==> config.mk <==
export PLATFORM = sky130hd
export DESIGN_NAME = inv_skid_stage
export DESIGN_NICKNAME = d
export VERILOG_FILES = /design/src/rtl/inv_skid_stage.sv
export SDC_FILE = /design/constraint.sdc
export NUM_CORES = 1
export LEC_CHECK = 0
export CORE_AREA = 2 2 39 41
export CTS_CLUSTER_SIZE = 8
export DETAILED_ROUTE_END_ITERATION = 8
export DIE_AREA = 0 0 41 43
export DONT_BUFFER_PORTS = 1
export PLACE_DENSITY = 0.41
export SLEW_MARGIN = 0
export SYNTH_ARGS = -nofsm -noshare
export SYNTH_HDL_FRONTEND = slang
export SYNTH_SLANG_ARGS = --single-unit
export TNS_END_PERCENT = 5
==> constraint.sdc <==
create_clock -name clk -period 1.5 [get_ports clk]
set_input_delay 0.15 -clock clk [delete_from_list [all_inputs] [get_ports clk]]
set_output_delay 0.15 -clock clk [all_outputs]
set_load 0.01 [all_outputs]
==> src/rtl/inv_skid_stage.sv <==
// Two-entry skid buffer that captures A ^ INV_A and presents it on registered outputs.
// Optional push counter enabled by defining INV_SKID_STAGE_STATS_EN.
module inv_skid_stage #(
  parameter int              WIDTH = 2,
  parameter logic [WIDTH-1:0] INV_A = {WIDTH{1'b0}}
) (
  input  logic             clk,
  input  logic             rst,
  (* invertible_pin = "INV_A" *)
  input  logic [WIDTH-1:0] A,
  input  logic             in_valid,
  output logic             in_ready,
  output logic [WIDTH-1:0] Y,
  output logic             out_valid,
  input  logic             out_ready
`ifdef INV_SKID_STAGE_STATS_EN
  ,
  output logic [15:0]      push_cnt
`endif
);

  typedef enum logic [1:0] {
    EMPTY = 2'd0,
    ONE   = 2'd1,
    FULL  = 2'd2
  } state_t;

  state_t           state_q, state_d;
  logic [WIDTH-1:0] main_q, main_d;
  logic [WIDTH-1:0] skid_q, skid_d;
  logic             in_ready_q, in_ready_d;
  logic             out_valid_q, out_valid_d;
  logic [WIDTH-1:0] a_fix;
  logic             push, pop;

  assign a_fix = A ^ INV_A;
  assign push  = in_valid && in_ready_q;
  assign pop   = out_valid_q && out_ready;

  always_comb begin
    state_d = state_q;
    main_d  = main_q;
    skid_d  = skid_q;
    case (state_q)
      EMPTY: begin
        if (push) begin
          state_d = ONE;
          main_d  = a_fix;
        end
      end
      ONE: begin
        if (push && !pop) begin
          state_d = FULL;
          skid_d  = a_fix;
        end else if (pop && !push) begin
          state_d = EMPTY;
        end else if (push && pop) begin
          main_d = a_fix;
        end
      end
      FULL: begin
        if (pop) begin
          state_d = ONE;
          main_d  = skid_q;
        end
      end
      default: state_d = EMPTY;
    endcase
    // Handshake outputs are registered from the next state so out_ready never reaches in_ready combinationally.
    in_ready_d  = (state_d != FULL);
    out_valid_d = (state_d != EMPTY);
  end

  always_ff @(posedge clk) begin
    if (rst) begin
      state_q     <= EMPTY;
      main_q      <= '0;
      skid_q      <= '0;
      in_ready_q  <= 1'b1;
      out_valid_q <= 1'b0;
    end else begin
      state_q     <= state_d;
      main_q      <= main_d;
      skid_q      <= skid_d;
      in_ready_q  <= in_ready_d;
      out_valid_q <= out_valid_d;
    end
  end

  assign in_ready  = in_ready_q;
  assign out_valid = out_valid_q;
  assign Y         = main_q;

`ifdef INV_SKID_STAGE_STATS_EN
  logic [15:0] push_cnt_q, push_cnt_d;

  always_comb begin
    push_cnt_d = push_cnt_q;
    if (push && (push_cnt_q != 16'hFFFF)) push_cnt_d = push_cnt_q + 16'd1;
  end

  always_ff @(posedge clk) begin
    if (rst) push_cnt_q <= '0;
    else     push_cnt_q <= push_cnt_d;
  end

  assign push_cnt = push_cnt_q;
`endif

endmodule

=== Yosys cells after proc, flatten, opt, wreduce, memory -nomap -nowiden ===
Cells that the tools add are included.

* Equality and inequality tests: 8
* Reduce and logical (&&, ||, !) cells: 12
* Muxes and demuxes: 11

{| class="wikitable"
|+ Operator list
! operator !! count
|-
| 2-bit 2-to-1 mux || 9
|-
| 2-bit != test (second input constant) || 6
|-
| 2-bit case mux with 3 select lines || 2
|-
| 6-bit AND reduction || 1
|-
| 1-bit logical AND || 5
|-
| 3-bit nonzero test || 1
|-
| 2-bit by 1-bit equality test with 1-bit output (second input constant) || 1
|-
| 2-bit equality test (second input constant) || 1
|-
| 1-bit zero test || 2
|-
| 2-bit zero test || 1
|-
| 2-bit AND reduction || 1
|-
| 2-bit nonzero test || 1
|}

* Word-level logic and storage cells: 36
* Flip-flop bits (word level): 8

=== Depth between registers and ports, before layout ===
* Word-level depth: 7
* Depth in mapped cells: 5
* Mapped depth without buffers: 4

=== Worst setup path before layout ===
No wires, ideal clock.

* Path type: flip-flop to flip-flop
* Start: register in_ready_q (netlist: in_ready)
* End: register main_q[0] (netlist: Y[0])
* Arrival time: 987 ps
* Clock period less this slack: 1073 ps
* Cell stages (with the launch flop): 5
* Setup slack: 427 ps
* Library setup time: 86 ps
* Path through: dfxtp_1 -> nand3b_1 -> o22ai_1 -> nor3_1 -> a211oi_1

* Word-level cells in the longest chain between the ends: 5
* Elaborated cells on any way between the ends: 10
* Those cells by class: eq/ne: 4; reduce/logical: 6

{| class="wikitable"
|+ Ends and longest elaborated chain
! item !! RTL line !! RTL
|-
| start, declared || 31 || <nowiki>logic in_ready_q, in_ready_d;</nowiki>
|-
| start signal, assigned || 85 || <nowiki>in_ready_q <= in_ready_d;</nowiki>
|-
| 1-bit logical AND (*) || 37 || <nowiki>assign push = in_valid && in_ready_q;</nowiki>
|-
| 1-bit zero test || 55 || <nowiki>end else if (pop && !push) begin</nowiki>
|-
| 1-bit logical AND || 55 ||
|-
| 2-bit != test (no source line) || n/a ||
|-
| 6-bit AND reduction (no source line) (*) || n/a ||
|-
| end signal, assigned || 83 || <nowiki>main_q <= main_d;</nowiki>
|-
| end, declared || 29 || <nowiki>logic [WIDTH-1:0] main_q, main_d;</nowiki>
|}

Mark *: on every way between the ends. The rest lies on a longest branch, timed or not.
A chain may end at the register's enable or synchronous reset.

=== Worst setup path in the final report ===
* Start: register in_ready_q (netlist: in_ready)
* End: register main_q[1] (netlist: Y[1])

Same word-level chain as after synthesis.

==> impl_results.html <==
<table>
<tr><th>Metric</th><th>Value</th></tr>
<tr><th colspan="2">Min path</th></tr>
<tr><td>Min-Delay Path Class</td><td>in2reg</td></tr>
<tr><td>Sink of the worst hold path</td><td>skid_q[0]$_SDFFE_PP0P_</td></tr>
<tr><td>Worst Hold Path Cells</td><td>2</td></tr>
<tr><td>Critical hold path startpoint</td><td>A[0]</td></tr>
<tr><th colspan="2">Timing</th></tr>
<tr><td>Timing-limited maximum frequency</td><td>about 0.8 GHz</td></tr>
<tr><td>Transition at the pin with the smallest max-transition slack</td><td>around 290 ps</td></tr>
<tr><td>Fraction of the cycle the final worst path needs</td><td>0.8311</td></tr>
<tr><td>Final Worst Setup Slack</td><td>roughly 250 ps</td></tr>
<tr><td>Final count of hold timing violations</td><td>0</td></tr>
<tr><td>Post-layout minimum cycle time</td><td>between 1000 and 1500 ps</td></tr>
<tr><td>Post-Route Setup TNS</td><td>0 ps</td></tr>
<tr><td>Worst relative slew slack</td><td>0.8074</td></tr>
<tr><td>Clock skew after layout</td><td>0.9076 ps</td></tr>
<tr><td>Final worst hold slack</td><td>roughly 45 ps</td></tr>
<tr><td>Count of endpoints failing setup in the final report</td><td>0</td></tr>
<tr><td>RSZ-0062 raised after global routing</td><td>no</td></tr>
<tr><td>Number of max-slew violations in the final report</td><td>0</td></tr>
<tr><th colspan="2">Logic synthesis</th></tr>
<tr><td>Synth Warn #</td><td>0</td></tr>
<tr><td>Flops &amp; latches, synth</td><td>8</td></tr>
<tr><td>Syn_nets</td><td>45</td></tr>
<tr><td>Synth top area share</td><td>0.4310</td></tr>
<tr><td>Dominant cells by area after synthesis</td><td>sky130_fd_sc_hd__dfxtp_1 43%, sky130_fd_sc_hd__mux2i_1 11%, sky130_fd_sc_hd__a211oi_1 4.0%</td></tr>
<tr><td>Biggest area consumer among synthesized cells</td><td>sky130_fd_sc_hd__dfxtp_1</td></tr>
<tr><td>Number of standard cells after synthesis</td><td>39</td></tr>
<tr><td>Number of distinct library cells after synthesis</td><td>21</td></tr>
<tr><td>Cell Area, Synth</td><td>around 370 um^2</td></tr>
<tr><td>Share of the yosys chip area belonging to registers</td><td>0.4310</td></tr>
<tr><td>Avg Cell Area, Syn</td><td>9.528 um^2</td></tr>
<tr><th colspan="2">Final layout</th></tr>
<tr><td>Area grow syn2layout</td><td>11.11%</td></tr>
<tr><td>Fraction of layout cells with a size suffix above 1</td><td>0.1667</td></tr>
<tr><td>Nets@finish</td><td>50</td></tr>
<tr><td>Number of antenna cells inserted</td><td>0</td></tr>
<tr><td>Summed area of non-filler cells in the final layout</td><td>about 410 um^2</td></tr>
<tr><th colspan="2">Power</th></tr>
<tr><td>Share of total power in the clock network</td><td>0.328</td></tr>
<tr><td>Fraction of power spent switching nets</td><td>0.2726</td></tr>
<tr><td>Worst-case vdd ir drop</td><td>about 0.45 mV</td></tr>
<tr><td>Sw power</td><td>around 140 uW</td></tr>
<tr><td>Share of power burned in combinational logic</td><td>0.162</td></tr>
<tr><td>Total internal power</td><td>365.1 uW</td></tr>
<tr><td>Static leakage</td><td>0.1813 nW</td></tr>
<tr><td>Pwr Density</td><td>1216 nW/um^2</td></tr>
<tr><td>Share of power burned in registers</td><td>0.510</td></tr>
<tr><th colspan="2">Worst setup path</th></tr>
<tr><td>Crit end category</td><td>flip-flop</td></tr>
<tr><td>Endpoint required time on the critical path</td><td>between 1500 and 2000 ps</td></tr>
<tr><td>Length in cells of the worst reg-to-reg path</td><td>4</td></tr>
<tr><td>Crit Reg-Reg Endpoint</td><td>Y[1]$_SDFFE_PP0P_</td></tr>
<tr><td>Endpoint arrival time on the critical path</td><td>between 1000 and 1500 ps</td></tr>
<tr><td>RR Startpoint</td><td>in_ready$_SDFF_PP1_</td></tr>
<tr><td>Worst Path Class, Setup</td><td>reg2reg</td></tr>
<tr><td>Nature of the critical path startpoint</td><td>flip-flop</td></tr>
<tr><td>R2R setup slack</td><td>~250 ps</td></tr>
<tr><td>Max FO, Critical Path</td><td>4</td></tr>
<tr><td>Worst-path cell chain</td><td>nand3b_1 &gt; o22ai_1 &gt; nor3_1 &gt; a211oi_1</td></tr>
<tr><td>CP max stage cell</td><td>sky130_fd_sc_hd__dfxtp_1</td></tr>
<tr><td>Worst path max stage delay</td><td>410 ps</td></tr>
<tr><th colspan="2">CTS</th></tr>
<tr><td>Clock tree from TritonCTS</td><td>done</td></tr>
<tr><td>Clk buf depth</td><td>2</td></tr>
<tr><td>Clk root buf</td><td>sky130_fd_sc_hd__clkbuf_4</td></tr>
<tr><td>Clock insertion delay at the later pin of the skew report</td><td>roughly 250 ps</td></tr>
<tr><td>CTS-repair resized insts</td><td>0</td></tr>
<tr><td>Clock sink total</td><td>8</td></tr>
<tr><td>Clk slew on worst S/H paths</td><td>about 50 ps</td></tr>
<tr><td>Inserted Clock Buffers</td><td>3</td></tr>
<tr><td>H-Tree Depth</td><td>1</td></tr>
<tr><th colspan="2">Floorplan</th></tr>
<tr><td>Initial Util</td><td>0.2685</td></tr>
<tr><td>Ports placed on the boundary</td><td>10</td></tr>
<tr><td>Total Die Area</td><td>approximately 1800 um^2</td></tr>
<tr><td>Chip height</td><td>around 43 um</td></tr>
<tr><td>Core Footprint</td><td>around 1400 um^2</td></tr>
<tr><td>Die width</td><td>41 um</td></tr>
<tr><td># rows</td><td>14</td></tr>
<tr><th colspan="2">Flow run</th></tr>
<tr><td>Max cap viols</td><td>0</td></tr>
<tr><th colspan="2">Placed design</th></tr>
<tr><td>Post-placement worst setup slack</td><td>about 270 ps</td></tr>
<tr><td>Cell area reported after detailed placement</td><td>around 380 um^2</td></tr>
<tr><td>Final HPWL from detailed placement</td><td>517.1 um</td></tr>
<tr><td>Routability cong.</td><td>around 0.6</td></tr>
<tr><td>Port Buffers</td><td>0</td></tr>
<tr><th colspan="2">Status</th></tr>
<tr><td>Run status</td><td>finished, final reports clean</td></tr>
<tr><th colspan="2">Drt</th></tr>
<tr><td>Remaining DRCs</td><td>0</td></tr>
<tr><td>Number of detailed-routing iterations run before antenna repair</td><td>4</td></tr>
<tr><td>Total wirelength of the detailed-routed design</td><td>between 600 and 700 um</td></tr>
<tr><td>Via count</td><td>between 200 and 300</td></tr>
<tr><td>Routed WL per cell</td><td>around 12 um</td></tr>
<tr><td>Drt via density</td><td>just over 5</td></tr>
<tr><td>Violation count after the first detailed-route iteration</td><td>7</td></tr>
<tr><td>Number of antenna-violating nets in the routed design</td><td>0</td></tr>
<tr><th colspan="2">Global route</th></tr>
<tr><td>Global router's overall resource usage</td><td>0.09970</td></tr>
<tr><td>Wire length of the first global-routing pass</td><td>approximately 1.1 mm</td></tr>
<tr><td>Vias in the first global route</td><td>280</td></tr>
<tr><td>Largest net degree at the start of global routing</td><td>10</td></tr>
<tr><td>Total global routing overflow</td><td>0</td></tr>
<tr><td>Initial antenna violation count</td><td>0</td></tr>
</table>
==> what timing repair did <==
action	CTS	global route
endpoints found under the hold margin	8	0
buffers inserted	0	0
hold buffers	1	0
==> cell usage after synthesis <==
master and count:
sky130_fd_sc_hd__mux2i_1 4, sky130_fd_sc_hd__o21bai_1 1, sky130_fd_sc_hd__a21o_1 1, sky130_fd_sc_hd__o22a_2 1, sky130_fd_sc_hd__buf_6 1, sky130_fd_sc_hd__o22ai_1 1, sky130_fd_sc_hd__inv_1 1, sky130_fd_sc_hd__nand3b_1 1
sky130_fd_sc_hd__nand2_1 3, sky130_fd_sc_hd__dfxtp_1 8, sky130_fd_sc_hd__nor3b_2 1, sky130_fd_sc_hd__nor2_1 4, sky130_fd_sc_hd__and3b_1 1, sky130_fd_sc_hd__nor3_1 2, sky130_fd_sc_hd__o21ai_2 1, sky130_fd_sc_hd__a211oi_1 2
sky130_fd_sc_hd__a21boi_1 1, sky130_fd_sc_hd__a21oi_1 2, sky130_fd_sc_hd__nand2b_1 1, sky130_fd_sc_hd__and3_2 1, sky130_fd_sc_hd__nand3_1 1
==> placed cells by master (no fill, tap or decap), drive strengths merged <==
cell type / count
inv: 1
o22ai: 1
dfxtp: 8
o21ai: 1
clkbuf: 3
nand3b: 1
a21boi: 1
dlygate4sd3: 1
a21oi: 2
and3: 1
o22a: 1
o21bai: 1
nor3b: 1
nand3: 1
nor2: 4
mux2i: 4
and3b: 1
a211oi: 2
a21o: 1
nor3: 2
nand2: 3
nand2b: 1
==> registers in the layout, summed over array words and instances, names as in the netlist <==
name	count
Y	2
out_valid	1
skid_q	2
state_q	2
in_ready	1
==> critical path, delay by kind of cell, from the launching register on <==
| family | cells | cell delay [ps] |
|---|---|---|
| simple gates | 2 | 280 |
| compound gates | 2 | 470 |
| flops | 1 | 410 |
==> per-layer routing <==
metal,part of all wire,track usage
met1,0.46,0.1201
met3,0.084,0.04712
met4,0.054,0.1000
met2,0.40,0.1188
met5,0,0
==> stage by stage <==
stage	utilization	total power, mW	std cells
CTS	0.2984	0.5117	58
global route	0.2984	0.5411	58
global placement	0.2749	0.3372	54
floorplan	-	0.3266	39
finish	0.2984	0.5020	58
detailed placement	0.2749	0.3378	54
==> power by group through the flow <==
stage / Combinational [mW] / Clock [mW] / Sequential, mW
final: 0.0814 / 0.165 / 0.256
after global routing: 0.0901 / 0.192 / 0.259
after CTS: 0.0816 / 0.174 / 0.256
after detailed placement: 0.0766 / 0 / 0.261
after global placement: 0.0764 / 0 / 0.261
after floorplan: 0.0704 / 0 / 0.256
==> worst max-delay path by stage <==
stage                                startpoint           endpoint  slack, ps  cells past startpoint
final                       in_ready$_SDFF_PP1_  Y[1]$_SDFFE_PP0P_        250                      4
after global routing      state_q[0]$_SDFF_PP0_  Y[0]$_SDFFE_PP0P_        140                      4
after CTS                   in_ready$_SDFF_PP1_  Y[1]$_SDFFE_PP0P_        250                      4
after detailed placement    in_ready$_SDFF_PP1_  Y[1]$_SDFFE_PP0P_        270                      4
after global placement      in_ready$_SDFF_PP1_  Y[0]$_SDFFE_PP0P_        270                      4
after floorplan             in_ready$_SDFF_PP1_  Y[0]$_SDFFE_PP0P_        430                      4
==> cell families (layout without fill, tap and decap cells) <==
family / count (synthesis) / count (layout) / share of synthesized area
buffers and inverters: 2 / 5 / 0.04039
multiplexers: 4 / 4 / 0.1077
AND/OR/NAND/NOR: 15 / 15 / 0.2256
AO/OA/AOI/OAI: 10 / 10 / 0.1953
flip-flops: 8 / 8 / 0.4310
==> area by class of cell <==
type                       count  area, um^2
fill                         153       970.9
tap                           16       20.02
clock buffer                   3       22.52
sequential                     8       160.2
inverter                       1       3.754
multi-input combinational     29       196.4
timing repair buffer           1       10.01
Note: power is estimated with default switching activity, not from simulation.
==> edit 1, RTL diff (same settings) <==
Re-encode `state_t` (3 states) as one-hot, 3 bits wide.
--- a/src/rtl/inv_skid_stage.sv
+++ b/src/rtl/inv_skid_stage.sv
@@ -19,10 +19,10 @@
 `endif
 );
 
-  typedef enum logic [1:0] {
-    EMPTY = 2'd0,
-    ONE   = 2'd1,
-    FULL  = 2'd2
+  typedef enum logic [2:0] {
+    EMPTY = 3'b001,
+    ONE   = 3'b010,
+    FULL  = 3'b100
   } state_t;
 
   state_t           state_q, state_d;
Behaviour: no difference found for any inputs over 10 cycles, from zero or initial values and one cycle with rst high; not proved beyond that.
==> edit 1 against the original RTL <==
  * Utilization grew 5.6 points
  * Hold slack got worse by 0.018 ns
  * Total power shrank 0.80%
  * Final cell count rose by 12%
  * Sequential cell count up 1
  * Clock skew up 0.0019 ns
  * Synthesized cell count rose by 15%
  * Cell area rose by 19%
  * Routed wire length increased by 23%
  * Count of clock-buffer cells in the layout grew 1
  * Area after synthesis increased by 20%
  * Sequential power is 5% higher
  * Setup slack lost 0.067 ns
  * Maximum frequency shrank 5.1%
  * Critical path type unchanged
==> edit 1: results (changes against the original RTL) <==
| Metric | Value |
|---|---|
| Outcome | completed |
| Fin cells | 65 (+12%) |
| Clk buf depth | 2 (unchanged) |
| Worst Reg-to-Reg Cells | 4 (unchanged) |
| Synth cell count leaders | dfxtp_1 (9), a21oi_1 (6), mux2i_1 (5) |
| Final setup TNS | 0 ns (unchanged) |
| Resized cells post-CTS | 0 (unchanged) |
| Unique masters post-synth | 23 (+9.5%) |
| WL final | 820 um (+23%) |
| Gr usage total | 11.6% (+1.6 points) |
| Hold path depth | 1 (-1) |
| XOR/XNOR Fraction of Synth Area | 1.97% (+2.0 points) |
| Post-route clock skew | 0.00281 ns (+0.00191 ns) |
| Via count | 330 (+12%) |
| CP max-delay cell | nor4_2 |
| Synth area leaders | dfxtp_1 (40%), mux2i_1 (11%), a21oi_1 (6.7%) |
| P_sw | 0.117 mW (-14%) |
| Critical path's largest stage delay | 0.37 ns (-0.04 ns) |
| Synth Area in Compound Gates | 18.5% (-0.99 points) |
| Layout cell share with drive strength beyond 1 | 12.2% (-4.4 points) |
| Largest net degree at the start of global routing | 8 (-2) |
| Maximum vdd ir drop | 0.420 mV (-6.1%) |
| Vias in the first global route | 367 (+31%) |
| Syn_nets | 51 (+13%) |
| Syn Inst Count | 45 (+15%) |
| Top cell family by delay on the critical path | simple AND/OR/NAND/NOR gates |
| GRT overflow | 0 (unchanged) |
| First-pass GRT wire length | 1.37 mm (+24%) |
| Post-DP HPWL | 650 um (+26%) |
| Setup violations, final | 0 (unchanged) |
| Hold Path Class | in -> reg |
| Antenna violations before repair | 0 (unchanged) |
| YS warnings | 0 (unchanged) |
| Root Buffer | clkbuf_4 |
| Crit-path max FO | 7 (+3) |
| DRT iter0 DRCs | 2 (-5) |
| Slew @ Worst Pin | 0.349 ns (+0.0608 ns) |
| Final nets | 56 (+12%) |
| Gp weighted congestion | 0.666 (+10%) |
| Post-CTS Setup Repair Bufs | 0 (unchanged) |
| Reg clk slew, reported paths | 0.06 ns |
| Worst Path Arrival | 1.46 ns (+0.05 ns) |
| LEAKAGE | 0.194 nW (+6.7%) |
| Placed cell count | 60 (+11%) |
| Post-synthesis mux area share | 11.2% (+0.46 points) |
| ANT cells | 0 (unchanged) |
| Seq/Total Area, Yosys | 40.4% (-2.6 points) |
## edit 1: cell count changes in the layout (fill, tap and decap cells not counted), moves of 2 or more
cell / change
a211oi_1: -2
a21o_1: +2
a21oi_1: +4
nor2_1: -2
nor3_1: -2
## edit 1: path summary, 6_finish.rpt
kind,slack (ns),start,endpoint
worst max-delay path,0.19,out_valid,skid_q[0]
worst min-delay path,0.03,rst,in_ready
worst max register to register,0.19,out_valid,skid_q[0]
worst min register to register,0.50,skid_q[1],skid_q[1]
## edit 1: stage by stage
| stage | instance area, um^2 | worst slack (ns) | power, mW | utilization, % |
|---|---|---|---|---|
| final | 490 | 0.186 | 0.498 | 35.4 |
| after CTS | 490 | 0.166 | 0.507 | 35.4 |
| after global placement | 454 | 0.201 | 0.320 | 32.8 |
| after global routing | 490 | 0.0580 | 0.541 | 35.4 |
| after floorplan | 445 | 0.188 | 0.315 | - |
| after detailed placement | 454 | 0.185 | 0.322 | 32.8 |
## edit 1: cell type report
type | instances | area [um^2]
fillers | 150 | 893
clock buffers | 4 | 26.3
repair buffers | 1 | 10.0
multi-input cells | 34 | 250
well taps | 16 | 20.0
flip-flops and latches | 9 | 180
inverters | 1 | 3.75
## edit 1: per-layer routing
metal / global-route usage [%] / wire, um / part of all wire (%) / up-vias
met5: 0 / 0 / 0 / -
met4: 8.00 / 5 / 0.61 / 0
met3: 2.62 / 54 / 6.6 / 2
met2: 18.1 / 411 / 50 / 7
met1: 13.0 / 347 / 42 / 152
li1: - / - / - / 169
## edit 1: power by group through the flow
stage	combinational (mW)	sequential, mW	clock [mW]
final	0.0507	0.268	0.179
after global routing	0.0573	0.270	0.213
after CTS	0.0515	0.269	0.186
after detailed placement	0.0480	0.274	0
after global placement	0.0469	0.273	0
after floorplan	0.0441	0.271	0
==> edit 2, RTL diff (same flow settings) <==
Without the edit above. The parameter `WIDTH` goes from 2 to 3.
--- a/src/rtl/inv_skid_stage.sv
+++ b/src/rtl/inv_skid_stage.sv
@@ -1,7 +1,7 @@
 // Two-entry skid buffer that captures A ^ INV_A and presents it on registered outputs.
 // Optional push counter enabled by defining INV_SKID_STAGE_STATS_EN.
 module inv_skid_stage #(
-  parameter int              WIDTH = 2,
+  parameter int              WIDTH = 3,
   parameter logic [WIDTH-1:0] INV_A = {WIDTH{1'b0}}
 ) (
   input  logic             clk,
Interface: changed (resized A and Y); port bits go from 10 to 12. The function was not compared with the original's and may differ.
==> edit 2 against the original RTL <==
  * First-iteration DRC count shrank 43%
  * Setup slack improved by 0.016 ns
  * Area after synthesis grew 32%
  * Total power rose by 21%
  * Cell area grew 25%
  * Final cell count grew 16%
  * Sequential cell count is 2 higher
  * Routed wire length up 59%
  * Critical path type unchanged
  * Largest cell class unchanged
==> edit 2: results (changes against the original RTL) <==
| Metric | Value |
|---|---|
| Outcome | completed |
| Root Buffer | clkbuf_4 |
| Placed cell count | 63 (+17%) |
| Met3 global-route usage | 3.66% (-1.0 points) |
| Seq pwr share | 53.5% (+2.5 points) |
| Post-synthesis mux area share | 6.12% (-4.7 points) |
| Vias in the first global route | 407 (+45%) |
| Crit-path max FO | 7 (+3) |
| Critical path's largest stage delay | 0.44 ns (+0.03 ns) |
| Gr usage total | 14.3% (+4.3 points) |
| Met2 usage | 21.3% (+9.4 points) |
| Maximum vdd ir drop | 0.507 mV (+13%) |
| Combinational power | 0.111 mW (+36%) |
| Slew @ Worst Pin | 0.332 ns (+0.0434 ns) |
| Syn Inst Count | 50 (+28%) |
| Final nets | 60 (+20%) |
| First-pass GRT wire length | 1.60 mm (+45%) |
| Dpl cell area | 484 um^2 (+27%) |
| Synth area leaders | dfxtp_1 (41%), a211oi_1 (9.2%), mux2i_1 (6.1%) |
| Synth Area in Compound Gates | 28.8% (+9.3 points) |
| Hold_ws | 0.0400 ns (-0.00461 ns) |
| WL final | 1.06 mm (+59%) |
| Flop-to-flop setup slack | 0.27 ns (+0.02 ns) |
| Gp weighted congestion | 0.753 (+25%) |
| Multi-input gate area | 264 um^2 (+34%) |
| LEAKAGE | 0.196 nW (+8.0%) |
| 1st-pass router iterations | 2 (-2) |
| Wl on met1 | 460 um (+49%) |
| DRT iter0 DRCs | 4 (-3) |
| Routing usage on met1 | 16.9% (+4.9 points) |
| Fin cells | 67 (+16%) |
| P_sw | 0.169 mW (+24%) |
| Post-route clock skew | 0.00160 ns (+0.000692 ns) |
| DR WL met2 | 532 um (+99%) |
| Metal3 WL | 60 um (+7.1%) |
| Top cell family by delay on the critical path | flip-flops |
| Hold_sp | A[1] |
| DR vias/cell | 5.84 (+15%) |
| Seq/Total Area, Yosys | 40.8% (-2.3 points) |
| Worst Reg-to-Reg Cells | 3 (-1) |
## edit 2: changes by cell type after synthesis, sizes merged, moves of 2 or more
cell	change
nand3	+2
nor2	-4
buf	+2
nor3	-2
dfxtp	+2
a211oi	+4
o21ai	+3
a21oi	+3
## edit 2: worst max path at each step
stage | end | slack [ns] | from
3_5_place_dp | Y[2] | 0.27 | in_ready
3_3_place_gp | Y[1] | 0.28 | in_ready
2_1_floorplan | Y[0] | 0.41 | state_q[1]
6_report | Y[2] | 0.27 | in_ready
4_1_cts | Y[2] | 0.24 | in_ready
5_1_grt | Y[0] | 0.16 | in_ready
## edit 2: final cells by class
type	instances	share of cell area (%)
Multi-Input combinational cell	37	51.1
Tap cell	16	3.87
Clock buffer	3	4.36
Sequential cell	10	38.7
Timing Repair Buffer	1	1.94
## edit 2: repair_timing
action	in CTS	in global routing
endpoints found under the hold margin	9	0
resized for setup	0	0
hold buffers	1	0
